--- src/rtl/adder_seq_pkg.sv ---
// Shared types and constants for the chunked sequential adder.
// Holds the FSM encoding, default sizing and the chunk-index width helper.
package adder_seq_pkg;

  typedef enum logic [1:0] {
    IDLE = 2'b00,
    RUN  = 2'b01,
    DONE = 2'b10
  } state_e;

  localparam int DEF_WIDTH = 12;
  localparam int DEF_CHUNK = 3;

  // A one-chunk counter still needs one bit, so clamp the width at 1.
  function automatic int idx_width(input int nchunk);
    return (nchunk <= 2) ? 1 : $clog2(nchunk);
  endfunction

endpackage

--- src/rtl/adder_seq_if.sv ---
// Operand/result handshake bundle for adder_seq_ctrl.
// The master side is the producer/consumer; the slave side is the sequencer.
interface adder_seq_if #(
  parameter int WIDTH = adder_seq_pkg::DEF_WIDTH
);
  logic             start_valid;
  logic             start_ready;
  logic [WIDTH-1:0] a;
  logic [WIDTH-1:0] b;
  logic             cin;
  logic             res_valid;
  logic             res_ready;
  logic [WIDTH-1:0] sum;
  logic             cout;
  logic             ovf;
  logic             busy;

  modport master (
    output start_valid, a, b, cin, res_ready,
    input  start_ready, res_valid, sum, cout, ovf, busy
  );

  modport slave (
    input  start_valid, a, b, cin, res_ready,
    output start_ready, res_valid, sum, cout, ovf, busy
  );
endinterface

--- src/rtl/chunk_adder.sv ---
// Combinational CHUNK-bit adder slice with carry in and carry out.
// The sequencer time-multiplexes this single slice across all chunks.
module chunk_adder #(
  parameter int CHUNK = adder_seq_pkg::DEF_CHUNK
) (
  input  logic [CHUNK-1:0] a,
  input  logic [CHUNK-1:0] b,
  input  logic             cin,
  output logic [CHUNK-1:0] s,
  output logic             cout
);

  assign {cout, s} = {1'b0, a} + {1'b0, b} + {{CHUNK{1'b0}}, cin};

endmodule

--- src/rtl/adder_seq_ctrl.sv ---
// Sequencer adding two WIDTH-bit operands through one CHUNK-bit slice,
// one chunk per clock, LSB chunk first, with ready/valid on both sides.
module adder_seq_ctrl
  import adder_seq_pkg::*;
#(
  parameter int WIDTH = DEF_WIDTH,
  parameter int CHUNK = DEF_CHUNK
) (
  input  logic      clk,
  input  logic      rst_n,
  adder_seq_if.slave bus
);

  localparam int NCHUNK = WIDTH / CHUNK;
  localparam int IW     = idx_width(NCHUNK);

  generate
    if ((WIDTH % CHUNK) != 0 || NCHUNK < 2) begin : g_bad_params
      $error("adder_seq_ctrl: WIDTH must be a multiple of CHUNK with at least two chunks");
    end
  endgenerate

  state_e           state_q, state_d;
  logic [IW-1:0]    idx_q;
  logic             carry_q;
  logic [WIDTH-1:0] a_q, b_q;
  logic [WIDTH-1:0] sum_q;
  logic             cout_q, ovf_q;

  logic [CHUNK-1:0] slice_a, slice_b, slice_s;
  logic             slice_cout;
  logic             accept, last_chunk, a_msb, b_msb;

  assign accept     = bus.start_valid && (state_q == IDLE);
  assign last_chunk = (idx_q == IW'(NCHUNK - 1));
  assign slice_a    = a_q[idx_q*CHUNK +: CHUNK];
  assign slice_b    = b_q[idx_q*CHUNK +: CHUNK];
  assign a_msb      = a_q[WIDTH-1];
  assign b_msb      = b_q[WIDTH-1];

  chunk_adder #(.CHUNK(CHUNK)) u_slice (
    .a    (slice_a),
    .b    (slice_b),
    .cin  (carry_q),
    .s    (slice_s),
    .cout (slice_cout)
  );

  // NOTE: every always_comb output gets a default before any branch so no path leaves it unassigned, which would infer a latch.
  always_comb begin
    state_d = state_q;
    unique case (state_q)
      IDLE:    if (accept)                        state_d = RUN;
      RUN:     if (last_chunk)                    state_d = DONE;
      DONE:    if (bus.res_ready)                 state_d = IDLE;
      default:                                    state_d = IDLE;
    endcase
  end

  // NOTE: sequential state uses non-blocking assignments so every register samples pre-edge values, independent of statement order.
  always_ff @(posedge clk or negedge rst_n) begin
    if (!rst_n) begin
      state_q <= IDLE;
    end else begin
      state_q <= state_d;
    end
  end

  // Datapath: operands and carry load on accept; one chunk retires per RUN edge.
  always_ff @(posedge clk or negedge rst_n) begin
    if (!rst_n) begin
      idx_q   <= '0;
      carry_q <= 1'b0;
      a_q     <= '0;
      b_q     <= '0;
      sum_q   <= '0;
      cout_q  <= 1'b0;
      ovf_q   <= 1'b0;
    end else if (accept) begin
      a_q     <= bus.a;
      b_q     <= bus.b;
      carry_q <= bus.cin;
      sum_q   <= '0;
      idx_q   <= '0;
    end else if (state_q == RUN) begin
      sum_q[idx_q*CHUNK +: CHUNK] <= slice_s;
      carry_q                     <= slice_cout;
      if (last_chunk) begin
        idx_q  <= '0;
        cout_q <= slice_cout;
        // The top chunk's MSB is the new sum MSB.
        ovf_q  <= (a_msb ~^ b_msb) & (a_msb ^ slice_s[CHUNK-1]);
      end else begin
        idx_q <= idx_q + 1'b1;
      end
    end
  end

  assign bus.start_ready = (state_q == IDLE);
  assign bus.res_valid   = (state_q == DONE);
  assign bus.busy        = (state_q != IDLE);
  assign bus.sum         = sum_q;
  assign bus.cout        = cout_q;
  assign bus.ovf         = ovf_q;

endmodule

--- src/flat_wrapper.sv ---
// flat-port wrapper written by rule: the top's interface ports become plain ports
module adder_seq_ctrl_flat import adder_seq_pkg::*;
#(
  parameter int WIDTH = DEF_WIDTH,
  parameter int CHUNK = DEF_CHUNK
)
  (clk, rst_n, bus_start_valid, bus_a, bus_b, bus_cin, bus_res_ready, bus_start_ready, bus_res_valid, bus_sum, bus_cout, bus_ovf, bus_busy);
  adder_seq_if #(.WIDTH(WIDTH)) bus_i ();
  input  logic clk;
  input  logic rst_n;
  input wire logic [$bits(bus_i.start_valid)-1:0] bus_start_valid;
  input wire logic [$bits(bus_i.a)-1:0] bus_a;
  input wire logic [$bits(bus_i.b)-1:0] bus_b;
  input wire logic [$bits(bus_i.cin)-1:0] bus_cin;
  input wire logic [$bits(bus_i.res_ready)-1:0] bus_res_ready;
  output wire logic [$bits(bus_i.start_ready)-1:0] bus_start_ready;
  output wire logic [$bits(bus_i.res_valid)-1:0] bus_res_valid;
  output wire logic [$bits(bus_i.sum)-1:0] bus_sum;
  output wire logic [$bits(bus_i.cout)-1:0] bus_cout;
  output wire logic [$bits(bus_i.ovf)-1:0] bus_ovf;
  output wire logic [$bits(bus_i.busy)-1:0] bus_busy;
  assign bus_i.start_valid = bus_start_valid;
  assign bus_i.a = bus_a;
  assign bus_i.b = bus_b;
  assign bus_i.cin = bus_cin;
  assign bus_i.res_ready = bus_res_ready;
  assign bus_start_ready = bus_i.start_ready;
  assign bus_res_valid = bus_i.res_valid;
  assign bus_sum = bus_i.sum;
  assign bus_cout = bus_i.cout;
  assign bus_ovf = bus_i.ovf;
  assign bus_busy = bus_i.busy;
  adder_seq_ctrl #(.WIDTH(WIDTH), .CHUNK(CHUNK)) u_core (.clk(clk), .rst_n(rst_n), .bus(bus_i));
endmodule
--- config.mk ---
export PLATFORM = sky130hd
export DESIGN_NAME = adder_seq_ctrl_flat
export DESIGN_NICKNAME = d
export VERILOG_FILES = /design/src/rtl/adder_seq_pkg.sv /design/src/rtl/adder_seq_if.sv /design/src/rtl/chunk_adder.sv /design/src/rtl/adder_seq_ctrl.sv /design/src/flat_wrapper.sv
export SDC_FILE = /design/constraint.sdc
export NUM_CORES = 1
export LEC_CHECK = 0
export ABC_AREA = 0
export BUFFER_PORTS_ARGS = -buffer_cell sky130_fd_sc_hd__buf_2
export CORE_ASPECT_RATIO = 2
export CORE_UTILIZATION = 40
export DETAILED_ROUTE_END_ITERATION = 10
export PLACE_DENSITY_LB_ADDON = 0.05
export SYNTH_ARGS = -nofsm -noshare
export SYNTH_HDL_FRONTEND = slang
export SYNTH_SLANG_ARGS = --single-unit
--- constraint.sdc ---
create_clock -name clk -period 3.1 [get_ports clk]
set_clock_uncertainty 0.15 [all_clocks]
set_input_delay 0.31 -clock clk [delete_from_list [all_inputs] [get_ports clk]]
set_output_delay 0.31 -clock clk [all_outputs]
set_load 0.05 [all_outputs]
==> metrics <==
pin count of the biggest net entering global routing 44; Layout Nets approximately 240; P per Cell Area approximately 1200 nW/um^2; ant diodes 0; hold crit path type input port to async pin; type of the worst setup path flip-flop to flip-flop; combinational share of power 54.6%; layout cell share with drive strength beyond 1 a little over two fifths; XOR/XNOR share of the synthesized area 0.849%; postcts setup bufs 0; worst slew pin tran 930 ps; Tot Pwr 0.00303 W; EDFF count, synth 0; Vias/cell around 5.3; fmax 378 MHz; internal power between 0.0015 and 0.002 W; CP startpoint kind flip-flop; Max Buffers Root-to-Sink 2; # port buffers 45; TritonCTS clock tree built; Max-cap violations 0; sequential area share after synthesis 52.2%; Post-route DRC 0; Fin. Hold Viols 3; commonest non-fill, non-tap cell in the layout buf_2; total wire length 4200 microns; dominant synthesized flop cell dfrtp_1; Detailed Route Iter0 Violations 21; switching share of power a little over two fifths; Seq pwr share 32.4%; area growth from synthesis to layout 18.6%; Row Count 36; Leakage between 1 and 1.5 nW; dpl ws 456 ps; main combinational cell family by area after synthesis multiplexers; vias in the first global route about 1500; CP Max Fanout 4; Crit. End Element flip-flop; mux contribution to synthesized area between 10% and 20%; fin crit period 2650 ps; CORE AREA 4910 sq um; Top Ports 46; area of placed instances around 2300 sq um; Clk pwr share 13.0%; ANT nets after route 0; WHS -0.664 ps; Synth Area in Compound Gates under 10%; final period utilization 85.4%; Sw Pwr between 0.001 and 0.0015 W; CTS Sinks 43; clock latency at the later pin of the worst-skew pair 290 ps; clock slew at reported path FFs 80 ps; Die X 52.8 microns; Peak VDD IR roughly 0.52 mV; gpl congestion between 0.7 and 0.8; CTS Hold Bufs 0; root buffer cell clkbuf_8; worst setup path startpoint u_core.idx_q[0]$_DFFE_PN0P_; RSZ-0062 raised after global routing false; violated checks negative hold slack; setup tns final 0 ps; Initial DRT Pass Iterations 4; fin worst setup slack 453 ps; Relative slew margins 38.0%; commonest cells after routing, fill and taps aside buf_2 (45), dfrtp_1 (43), mux2_2 (22), inv_1 (15), nand2_1 (8); Num CTS Buffers 5; grt ovf 0; die area 5470 sq um; Die Height 104 microns; Yosys reg bits 43; fin. max-slew vios 0; syn_nets 192; Fillers 459; Adder-Cell Fraction of Synth Area ~5.6%; Worst R2R Start u_core.idx_q[0]$_DFFE_PN0P_; first-pass GRT wire length around 7100 microns; Yosys cell types 34; Mapped Area 2060 sq um; initial antenna violation count 0; ys async rst share between 90% and 100%; Starting Density 42.0%; yosys synthesis warning count 0; Mapped Avg Cell Area 13.3 sq um; Post-Synth Simple-Gate Area 7.94%; post_cts resized 0; status finished, violations left; final setup fails 0; DR vias 1392; WP data arrival approximately 2700 ps; Tot GR Track Use 17.7%; Mapped Cells 155; hpwl dp approximately 3200 microns; design area 2450 sq um; critical path data required time 3160 ps; H-tree Lvls 2; DR WL/cell between 15 and 20 microns
==> worst max-delay path, cell delays in order (launching register included) <==
cell and delay [ps]:
dfrtp_1 440, mux4_2 540, fa_1 420, inv_1 80, fa_1 230, xor2_1 150, or3_1 330, a41oi_1 220
==> power groups by stage <==
stage	Sequential (W)	Combinational [W]	Clock (W)
2_1_floorplan	0.00106	0.00117	0
3_3_place_gp	0.000993	0.00162	0
3_5_place_dp	0.00100	0.00167	0
4_1_cts	0.000987	0.00168	0.000409
5_1_grt	0.00103	0.00182	0.000430
6_report	0.000983	0.00165	0.000394
==> kinds of logic (layout without fill, tap and decap cells) <==
logic type / after synthesis / count (layout)
AOI/OAI and AO/OA: 27 / 27
xor gates and xnor gates: 2 / 2
adders and majority gates: 8 / 8
buffers and inverters: 21 / 71
DFF: 43 / 43
muxes: 30 / 30
and+or+nand+nor: 24 / 24
==> layer usage <==
| layer | track usage, % | part of all wire (%) |
|---|---|---|
| met1 | 19.3 | 39 |
| met2 | 31.3 | 57 |
| met3 | 3.08 | 2.5 |
| met4 | 7.89 | 2.0 |
| met5 | 0 | 0 |
==> per-stage QoR <==
step	util [%]	cells
after global placement	47.7	254
final	49.8	262
after floorplan	-	155
after global routing	49.8	262
after detailed placement	47.7	254
after CTS	49.8	262
==> synth_stat cells, types with 2 or more instances <==
cell,count,area share (%)
a21o_1,3,1.1
a21oi_1,5,1.2
a22o_1,7,3.0
buf_2,2,0.49
buf_6,2,1.1
clkbuf_1,2,0.36
dfrtp_1,43,52
fa_1,2,1.9
ha_1,6,3.6
inv_1,15,2.7
mux2_1,2,1.1
mux2_2,22,12
mux4_2,6,6.5
nand2_1,8,1.5
nand2b_1,4,1.2
nand4b_1,2,0.85
o21ai_0,2,0.49
o22ai_1,6,1.8
==> flip-flops by register name, summed over array words and instances, names as in the netlist <==
signal	count
u_core.a_q	12
u_core.b_q	12
u_core.bus.cout	1
u_core.bus.ovf	1
u_core.bus.sum	12
u_core.carry_q	1
u_core.idx_q	2
u_core.state_q	2
==> final cells by class <==
| cell class | instances | area [sq um] | area share [%] |
|---|---|---|---|
| Sequential cell | 43 | 1080 | 44.0 |
| Multi-Input combinational cell | 91 | 891 | 36.4 |
| Timing Repair Buffer | 48 | 248 | 10.1 |
| Clock buffer | 7 | 96.3 | 3.94 |
| Tap cell | 57 | 71.3 | 2.92 |
| Inverter | 15 | 56.3 | 2.30 |
| Clock inverter | 1 | 7.51 | 0.307 |
==> final timing paths <==
kind	to	slack (ps)	cells after the start
max	u_core.bus.ovf$_DFFE_PN0P_	450	7
min	u_core.bus.cout$_DFFE_PN0P_	-0.7	1
max reg2reg	u_core.bus.ovf$_DFFE_PN0P_	450	7
min reg2reg	u_core.b_q[7]$_DFFE_PN0P_	340	1
max in group asynchronous	u_core.b_q[4]$_DFFE_PN0P_	2220	1
min in group clk	u_core.state_q[1]$_DFFE_PN0P_	60	2
No activity file was read; power rests on OpenSTA's default activity.
